==> config.mk <==
export PLATFORM = sky130hd
export DESIGN_NAME = square_compose_flat
export DESIGN_NICKNAME = d
export VERILOG_FILES = /design/src/rtl/square_pkg.sv /design/src/rtl/square_compose_if.sv /design/src/rtl/square_shift_mul.sv /design/src/rtl/square_compose.sv /design/src/flat_wrapper.sv
export SDC_FILE = /design/constraint.sdc
export NUM_CORES = 1
export LEC_CHECK = 0
export BUFFER_PORTS_ARGS = -buffer_cell sky130_fd_sc_hd__buf_2
export CORE_MARGIN = 5
export CORE_UTILIZATION = 45
export DETAILED_ROUTE_END_ITERATION = 12
export PLACE_DENSITY = 0.78
export SKIP_CTS_REPAIR_TIMING = 1
export SYNTH_ARGS = -nofsm -noshare
export SYNTH_HDL_FRONTEND = slang
export SYNTH_SLANG_ARGS = --single-unit
==> constraint.sdc <==
create_clock -name clk -period 3.1 [get_ports clk]
set_input_delay 0.465 -clock clk [delete_from_list [all_inputs] [get_ports clk]]
set_output_delay 0.465 -clock clk [all_outputs]
set_load 0.005 [all_outputs]
==> src/rtl/square_pkg.sv <==
// Shared types and constants for the square composer and its companion root unit.
package square_pkg;

    localparam int ROOT_W_DEF = 8;

    localparam logic MODE_COMPUTE = 1'b0;
    localparam logic MODE_CHECK   = 1'b1;

    typedef enum logic [1:0] {
        IDLE = 2'd0,
        MUL  = 2'd1,
        ADD  = 2'd2,
        DONE = 2'd3
    } state_t;

endpackage

==> src/rtl/square_compose_if.sv <==
// Request/result bundle between a client and the square composer.
interface square_compose_if
    import square_pkg::*;
#(
    parameter int ROOT_W = ROOT_W_DEF,
    parameter int REM_W  = ROOT_W + 1,
    parameter int OUT_W  = 2 * ROOT_W + 1
);
    logic [2:0]          mode;
    logic [ROOT_W-1:0]   sqr_root;
    logic [REM_W-1:0]    remainder;
    logic [2*ROOT_W-1:0] data_in;
    logic                start;
    logic [OUT_W-1:0]    data_out;
    logic                rem_ok;
    logic                match;
    logic                busy;
    logic                finish;

    modport master (
        output mode, sqr_root, remainder, data_in, start,
        input  data_out, rem_ok, match, busy, finish
    );

    modport slave (
        input  mode, sqr_root, remainder, data_in, start,
        output data_out, rem_ok, match, busy, finish
    );
endinterface

==> src/rtl/square_shift_mul.sv <==
// LSB-first shift-add squarer core: one root bit per step, ROOT_W steps per product.
module square_shift_mul #(
    parameter int ROOT_W = 8
) (
    input  logic                clk,
    input  logic                rst_n,
    input  logic                load,
    input  logic                step,
    input  logic [ROOT_W-1:0]   root,
    output logic                done,
    output logic [2*ROOT_W-1:0] prod
);
    localparam int CNT_W = (ROOT_W > 1) ? $clog2(ROOT_W) : 1;

    logic [CNT_W-1:0]    cnt;
    logic [2*ROOT_W-1:0] addend;

    assign addend = {{ROOT_W{1'b0}}, root} << cnt;
    assign done   = (cnt == CNT_W'(ROOT_W - 1));

    always_ff @(posedge clk or negedge rst_n) begin
        if (!rst_n) begin
            cnt  <= '0;
            prod <= '0;
        end else if (load) begin
            cnt  <= '0;
            prod <= '0;
        end else if (step) begin
            if (root[cnt])
                prod <= prod + addend;
            cnt <= cnt + 1'b1;
        end
    end
endmodule

==> src/rtl/square_compose.sv <==
// Rebuilds a radicand as root*root + remainder; optional check against an expected value.
module square_compose
    import square_pkg::*;
#(
    parameter int ROOT_W = ROOT_W_DEF,
    parameter int REM_W  = ROOT_W + 1,
    parameter int OUT_W  = 2 * ROOT_W + 1
) (
    input  logic             clk,
    input  logic             rst_n,
    square_compose_if.slave  bus
);
    state_t state, state_nx;

    logic [ROOT_W-1:0]   root_q;
    logic [REM_W-1:0]    rem_q;
    logic [2*ROOT_W-1:0] data_q;
    logic                mode_q;

    logic                load, step, mul_done;
    logic [2*ROOT_W-1:0] prod;
    logic [OUT_W-1:0]    sum;

    square_shift_mul #(.ROOT_W(ROOT_W)) u_mul (
        .clk   (clk),
        .rst_n (rst_n),
        .load  (load),
        .step  (step),
        .root  (root_q),
        .done  (mul_done),
        .prod  (prod)
    );

    always_ff @(posedge clk or negedge rst_n) begin
        if (!rst_n) state <= IDLE;
        else        state <= state_nx;
    end

    always_comb begin
        state_nx = state;
        load     = 1'b0;
        step     = 1'b0;
        case (state)
            IDLE: if (bus.start) begin
                load     = 1'b1;
                state_nx = MUL;
            end
            MUL: begin
                step = 1'b1;
                if (mul_done) state_nx = ADD;
            end
            ADD:     state_nx = DONE;
            DONE:    state_nx = IDLE;
            default: state_nx = IDLE;
        endcase
    end

    // Operands are captured at acceptance so the client may move on immediately.
    always_ff @(posedge clk or negedge rst_n) begin
        if (!rst_n) begin
            root_q <= '0;
            rem_q  <= '0;
            data_q <= '0;
            mode_q <= MODE_COMPUTE;
        end else if (load) begin
            root_q <= bus.sqr_root;
            rem_q  <= bus.remainder;
            data_q <= bus.data_in;
            mode_q <= bus.mode[0];
        end
    end

    // Full-width sum: an out-of-range remainder carries into the top bit.
    assign sum = {1'b0, prod} + {{(OUT_W-REM_W){1'b0}}, rem_q};

    always_ff @(posedge clk or negedge rst_n) begin
        if (!rst_n) begin
            bus.data_out <= '0;
            bus.rem_ok   <= 1'b0;
            bus.match    <= 1'b0;
            bus.busy     <= 1'b0;
            bus.finish   <= 1'b0;
        end else begin
            bus.busy   <= (state_nx != IDLE);
            bus.finish <= (state_nx == DONE);
            if (state == ADD) begin
                bus.data_out <= sum;
                bus.rem_ok   <= (rem_q <= {root_q, 1'b0});
                bus.match    <= (mode_q == MODE_CHECK) && (sum == {1'b0, data_q});
            end
        end
    end
endmodule

==> src/flat_wrapper.sv <==
// flat-port wrapper written by rule: the top's interface ports become plain ports
module square_compose_flat import square_pkg::*;
#(
    parameter int ROOT_W = ROOT_W_DEF,
    parameter int REM_W  = ROOT_W + 1,
    parameter int OUT_W  = 2 * ROOT_W + 1
)
  (clk, rst_n, bus_mode, bus_sqr_root, bus_remainder, bus_data_in, bus_start, bus_data_out, bus_rem_ok, bus_match, bus_busy, bus_finish);
  square_compose_if #(.ROOT_W(ROOT_W), .REM_W(REM_W), .OUT_W(OUT_W)) bus_i ();
  input  logic clk;
  input  logic rst_n;
  input wire logic [$bits(bus_i.mode)-1:0] bus_mode;
  input wire logic [$bits(bus_i.sqr_root)-1:0] bus_sqr_root;
  input wire logic [$bits(bus_i.remainder)-1:0] bus_remainder;
  input wire logic [$bits(bus_i.data_in)-1:0] bus_data_in;
  input wire logic [$bits(bus_i.start)-1:0] bus_start;
  output wire logic [$bits(bus_i.data_out)-1:0] bus_data_out;
  output wire logic [$bits(bus_i.rem_ok)-1:0] bus_rem_ok;
  output wire logic [$bits(bus_i.match)-1:0] bus_match;
  output wire logic [$bits(bus_i.busy)-1:0] bus_busy;
  output wire logic [$bits(bus_i.finish)-1:0] bus_finish;
  assign bus_i.mode = bus_mode;
  assign bus_i.sqr_root = bus_sqr_root;
  assign bus_i.remainder = bus_remainder;
  assign bus_i.data_in = bus_data_in;
  assign bus_i.start = bus_start;
  assign bus_data_out = bus_i.data_out;
  assign bus_rem_ok = bus_i.rem_ok;
  assign bus_match = bus_i.match;
  assign bus_busy = bus_i.busy;
  assign bus_finish = bus_i.finish;
  square_compose #(.ROOT_W(ROOT_W), .REM_W(REM_W), .OUT_W(OUT_W)) u_core (.clk(clk), .rst_n(rst_n), .bus(bus_i));
endmodule
Yosys cells after proc, flatten, opt, wreduce, memory -nomap -nowiden
Cells that the tools add are included.
{ "op_classes": {"eq_ne": 6, "muxes": 13, "magnitude_cmp": 2, "addsub": 3, "n_shift": 1, "n_reduce_logical": 6} }
{ "op_table": {"columns": ["cell", "n"], "rows": [
  ["two-way mux 16 bit", 3],
  ["adder 16 x 9 -> 17 bit", 1],
  ["== test 17 x 16 -> 1 bit", 1],
  ["adder 16 bit", 1],
  ["<< shifter 8 x 3 -> 16 bit", 1],
  ["less-or-equal comparator 9 bit", 1],
  ["case mux 2 bit (4 select lines)", 1],
  ["== test 2 bit, second input constant", 3],
  ["two-way mux 3 bit", 2],
  ["nonzero test 2 bit", 3],
  ["less-than comparator 3 x 4 -> 1 bit, second input constant", 1],
  ["two-way mux 1 bit", 4],
  ["two-way mux 2 bit", 2],
  ["adder 3 x 1 -> 3 bit, second input constant", 1],
  ["binary-select mux 1 bit (select 3 bit)", 1],
  ["== test 3 bit, second input constant", 1],
  ["== test 2 x 1 -> 1 bit, second input constant", 1],
  ["zero test 2 bit", 1],
  ["AND reduction 2 bit", 1],
  ["logical AND 1 bit", 1]
]} }
{ "totals": {"wordCells": 43, "input_bits": 39, "register_bits": 76} }

Depth between registers and ports, before layout
{ "depth": {"word_depth": 5, "mapped_depth": 15, "depth_no_buf": 15} }

Cells and area by module
Synthesis repeated with hierarchy kept, for this count alone.
{ "hier_totals": {"hier_cells": 564, "area_unflattened_um2": 5286.3} }
{ "by_module_without_submodules": {"columns": ["module", "seq_area_each_um2", "area_each_um2", "instances", "cells_each"], "rows": [
  ["square_compose", 1426.4, 3433.3, 1, 345],
  ["square_shift_mul", 475.5, 1853.0, 1, 219]
]} }

Least setup slack after synthesis
OpenSTA, ideal clock, no wires.
{ "synth_path": {"path_type": "register to register", "from": "reg u_core.u_mul.cnt[1]", "to": "reg u_core.u_mul.prod[14]", "arrival_time_ns": 3.177, "setup_slack_ns": -0.198, "path_stages_with_launch": 15, "required_ns": 2.979, "setup_time_ns": 0.121, "cell_sequence": "dfrtp_1 clkbuf_1 clkbuf_1 nor3_1 ha_1 fa_1 a21o_1 a21oi_1 o21ai_1 o41a_1 a41oi_1 a21oi_1 a21oi_1 xnor2_1 a22o_1"} }
{ "synth_between": {"elab_chain_len": 5, "elab_cells_between_ends": 9} }
{ "synth_rtl": {"columns": ["element", "line_no", "source"], "rows": [
  ["start: declaration", "square_shift_mul.sv:15", "logic [CNT_W-1:0] cnt;"],
  ["start signal: assignment", "square_shift_mul.sv:31", "cnt <= cnt + 1'b1;"],
  ["<< shifter 8 x 3 -> 16 bit", "square_shift_mul.sv:18", "assign addend = {{ROOT_W{1'b0}}, root} << cnt;"],
  ["adder 16 bit", "square_shift_mul.sv:30", "prod <= prod + addend;"],
  ["two-way mux 16 bit", "square_shift_mul.sv:29", "if (root[cnt])"],
  ["two-way mux 16 bit", "square_shift_mul.sv:28", "end else if (step) begin"],
  ["two-way mux 16 bit", "square_shift_mul.sv:25", "end else if (load) begin"],
  ["end signal: assignment", "square_shift_mul.sv:30", null],
  ["end: declaration", "square_shift_mul.sv:11", "output logic [2*ROOT_W-1:0] prod"]
]} }
Several ways; a longest one is shown, not always the timed one. The select of a mux whose other input is x is not followed.
A chain may end at the register's enable or synchronous reset.

Worst setup path in the final report
{ "layout_path": {"from": "reg u_core.u_mul.cnt[0]", "to": "reg u_core.u_mul.prod[15]"} }
The elaborated chain is that of the path after synthesis.

==> impl_metrics.yaml <==
status:
  outcome: "finished, violations left"
  violations: "negative setup slack"
floorplan:
  die_w_um: 115
  core_area_sq_um: 10800
  ios: 60
  rows: 38
  die_y_um: 115
  initial_core_util_pct: 45.9
  dieArea_sq_um: 13300
cts:
  cts_tree: "built"
  cts_buffer_depth: 2
  cts-root-buf: "clkbuf_8"
  htree_levels: 3
  clock_latency_ns: 0.38
  clk_pin_slew_ns: 0.08
  numClockSinks: 76
  cts_buffers: 9
drt:
  drtPass1Iterations: 5
  drcViolationCount: 0
  vias: 4275
  routed_via_density: 5.62
  routed_wl_um: 12300
  wl_per_cell_um: 16.1
  drt_iter0_markers: 216
  ant_nets: 0
synthesis:
  netlist.area_leader.share_pct: 38.2
  async_flop_share_pct: 100
  synth_edf_count: 0
  ys_top_cells_by_area: "dfrtp_1, ha_1, mux2_2"
  avgSynthCellArea_sq_um: 9.54
  synth_cells: 522
  ys.flop_type: "dfrtp_1"
  ys_seq_elements: 76
  synth-seq-area-share_pct: 38.2
  syn_area_sq_um: 4980
  synth-warning-count: 0
  synth_cell_type_count: 63
  yosysTopAreaCell: "dfrtp_1"
  synth_nets: 597
sta:
  fin_tns_setup_ns: -0.201
  fin_ws_ns: -0.111
  hold_ws_ns: 0.239
  min_period_ns: 3.21
  drv_slew: 0
  finalHoldViolCount: 0
  setup_viol: 3
  fin_skew_ns: 0.00820
  fin_crit_sh_pct: 104
  rsz0062_at_grt: "yes"
  max_freq_mhz: 311
  timing.slew.headroom_pct: 37.2
  worst_pin_slew_ns: 0.942
finish:
  layout_commonest_cell: "dfrtp_1"
  nets: 691
  drive_above_1_share_pct: 30.9
  stdcell_count: 761
  final_util_pct: 55.8
  mostFrequentLayoutCells: "dfrtp_1, nand2_1, buf_2"
  finalInstanceArea_sq_um: 6050
  area_growth_pct: 21.6
  diodes: 0
power_and_ir_drop:
  power.total_mw: 8.11
  p_leak_nw: 2.79
  p_per_area_nw_per_um2: 1340
  ir_worst_vdd_mv: 0.558
min_path:
  hold_class: "input pin to async pin"
grt:
  grt_max_degree: 77
  grt_pass1_vias: 4109
  grt_pass1_wl_um: 19200
  grtUsageTotal_pct: 18.2
  antenna_found_initial: 0
  globalRouteOverflowTotal: 0
place:
  hpwl_um: 8800
  numPlacedInstances: 736
  gp_congestion: 0.908
  place_area_sq_um: 5650
  port_buffers: 57
  post-place-ws_ns: -0.237
setup_path:
  crit_path_start_kind: "register"
  reg2reg_to: "u_core.u_mul.prod[15]"
  reg2reg_slack_ns: -0.11
  critPathMaxFanout: 6
  cp_data_required_time_ns: 3.36
  critical_path_class: "register to register"
  arrival_ns: 3.47
  worst-r2r-cell-count: 14
  endpoint_kind: "register"
  r2r_start: "u_core.u_mul.cnt[0]"
  cp-endpoint: "u_core.u_mul.prod[15]"
  setup.worst_path.start: "u_core.u_mul.cnt[0]"
run:
  maxCapViolations: 0
-- area by class of cell --
cell class / instances / area [sq um]
Clock buffer: 10 / 138
Tap cell: 140 / 175
Fill cell: 931 / 4790
Inverter: 15 / 56.3
Sequential cell: 76 / 1900
Multi-Input combinational cell: 409 / 3090
Timing Repair Buffer: 105 / 652
Clock inverter: 6 / 40.0
-- power breakdown --
part	switching (mW)	internal, mW	leakage, nW
sequential	0.437	1.44	0.948
combinational	2.85	2.69	1.76
clock	0.388	0.308	0.0803
-- how the worst min path moves through the flow --
stage,end,startpoint,slack (ns),cells past startpoint
after floorplan,u_core.bus.busy,rst_n,0.17,0
after global placement,u_core.bus.data_out[7],u_core.bus.data_out[7],0.46,2
after detailed placement,u_core.bus.data_out[8],u_core.bus.data_out[8],0.47,2
after CTS,u_core.bus.data_out[3],rst_n,0.26,1
after global routing,u_core.root_q[3],bus_sqr_root[3],0.29,3
final,u_core.data_q[4],rst_n,0.24,1
-- critical path: stages, from the launching register on --
cell and delay [ns]:
dfrtp_2 0.46, buf_6 0.14, mux2i_2 0.19, mux2_4 0.21, nor2_4 0.04, ha_4 0.26
o21ai_0 0.14, o21ai_1 0.33, nand3_2 0.17, a31oi_4 0.20, a21oi_1 0.08, nor2b_1 0.16
o21ai_1 0.11, a211oi_2 0.26, mux2_2 0.35
-- layer usage --
metal	part of all wire, %	vias up	GRT usage [%]	routed length (um)
li1	-	2067	-	-
met1	42	2052	22.2	5190
met2	49	118	30.5	6020
met3	5.6	38	4.79	688
met4	3.0	0	7.20	364
met5	0	-	0	0
-- synthesized netlist by cell type (11+ instances only) --
library cell / instances
ha_1: 34
xor2_1: 18
nor2_1: 32
nand2_1: 65
inv_1: 14
dfrtp_1: 76
mux2_2: 29
o21ai_0: 44
xnor2_1: 16
clkbuf_1: 15
a21oi_1: 24
a22o_1: 11
-- logic make-up after synthesis --
group / count (synthesis) / synth area share, %
simple gates: 159 / 15.2
flops: 76 / 38.2
compound gates: 139 / 18.7
fa+ha+maj: 36 / 9.35
mux: 39 / 8.82
xor+xnor: 36 / 6.63
buf+inv: 37 / 3.02
-- registers in the layout, summed over array words and instances (netlist names) --
register and flops:
u_core.bus.finish 1, u_core.state 2, u_core.bus.match 1, u_core.u_mul.prod 16
u_core.rem_q 9, u_core.bus.busy 1, u_core.data_q 16, u_core.bus.rem_ok 1
u_core.mode_q 1, u_core.root_q 8, u_core.u_mul.cnt 3, u_core.bus.data_out 17
No activity file was read; power rests on OpenSTA's default activity.
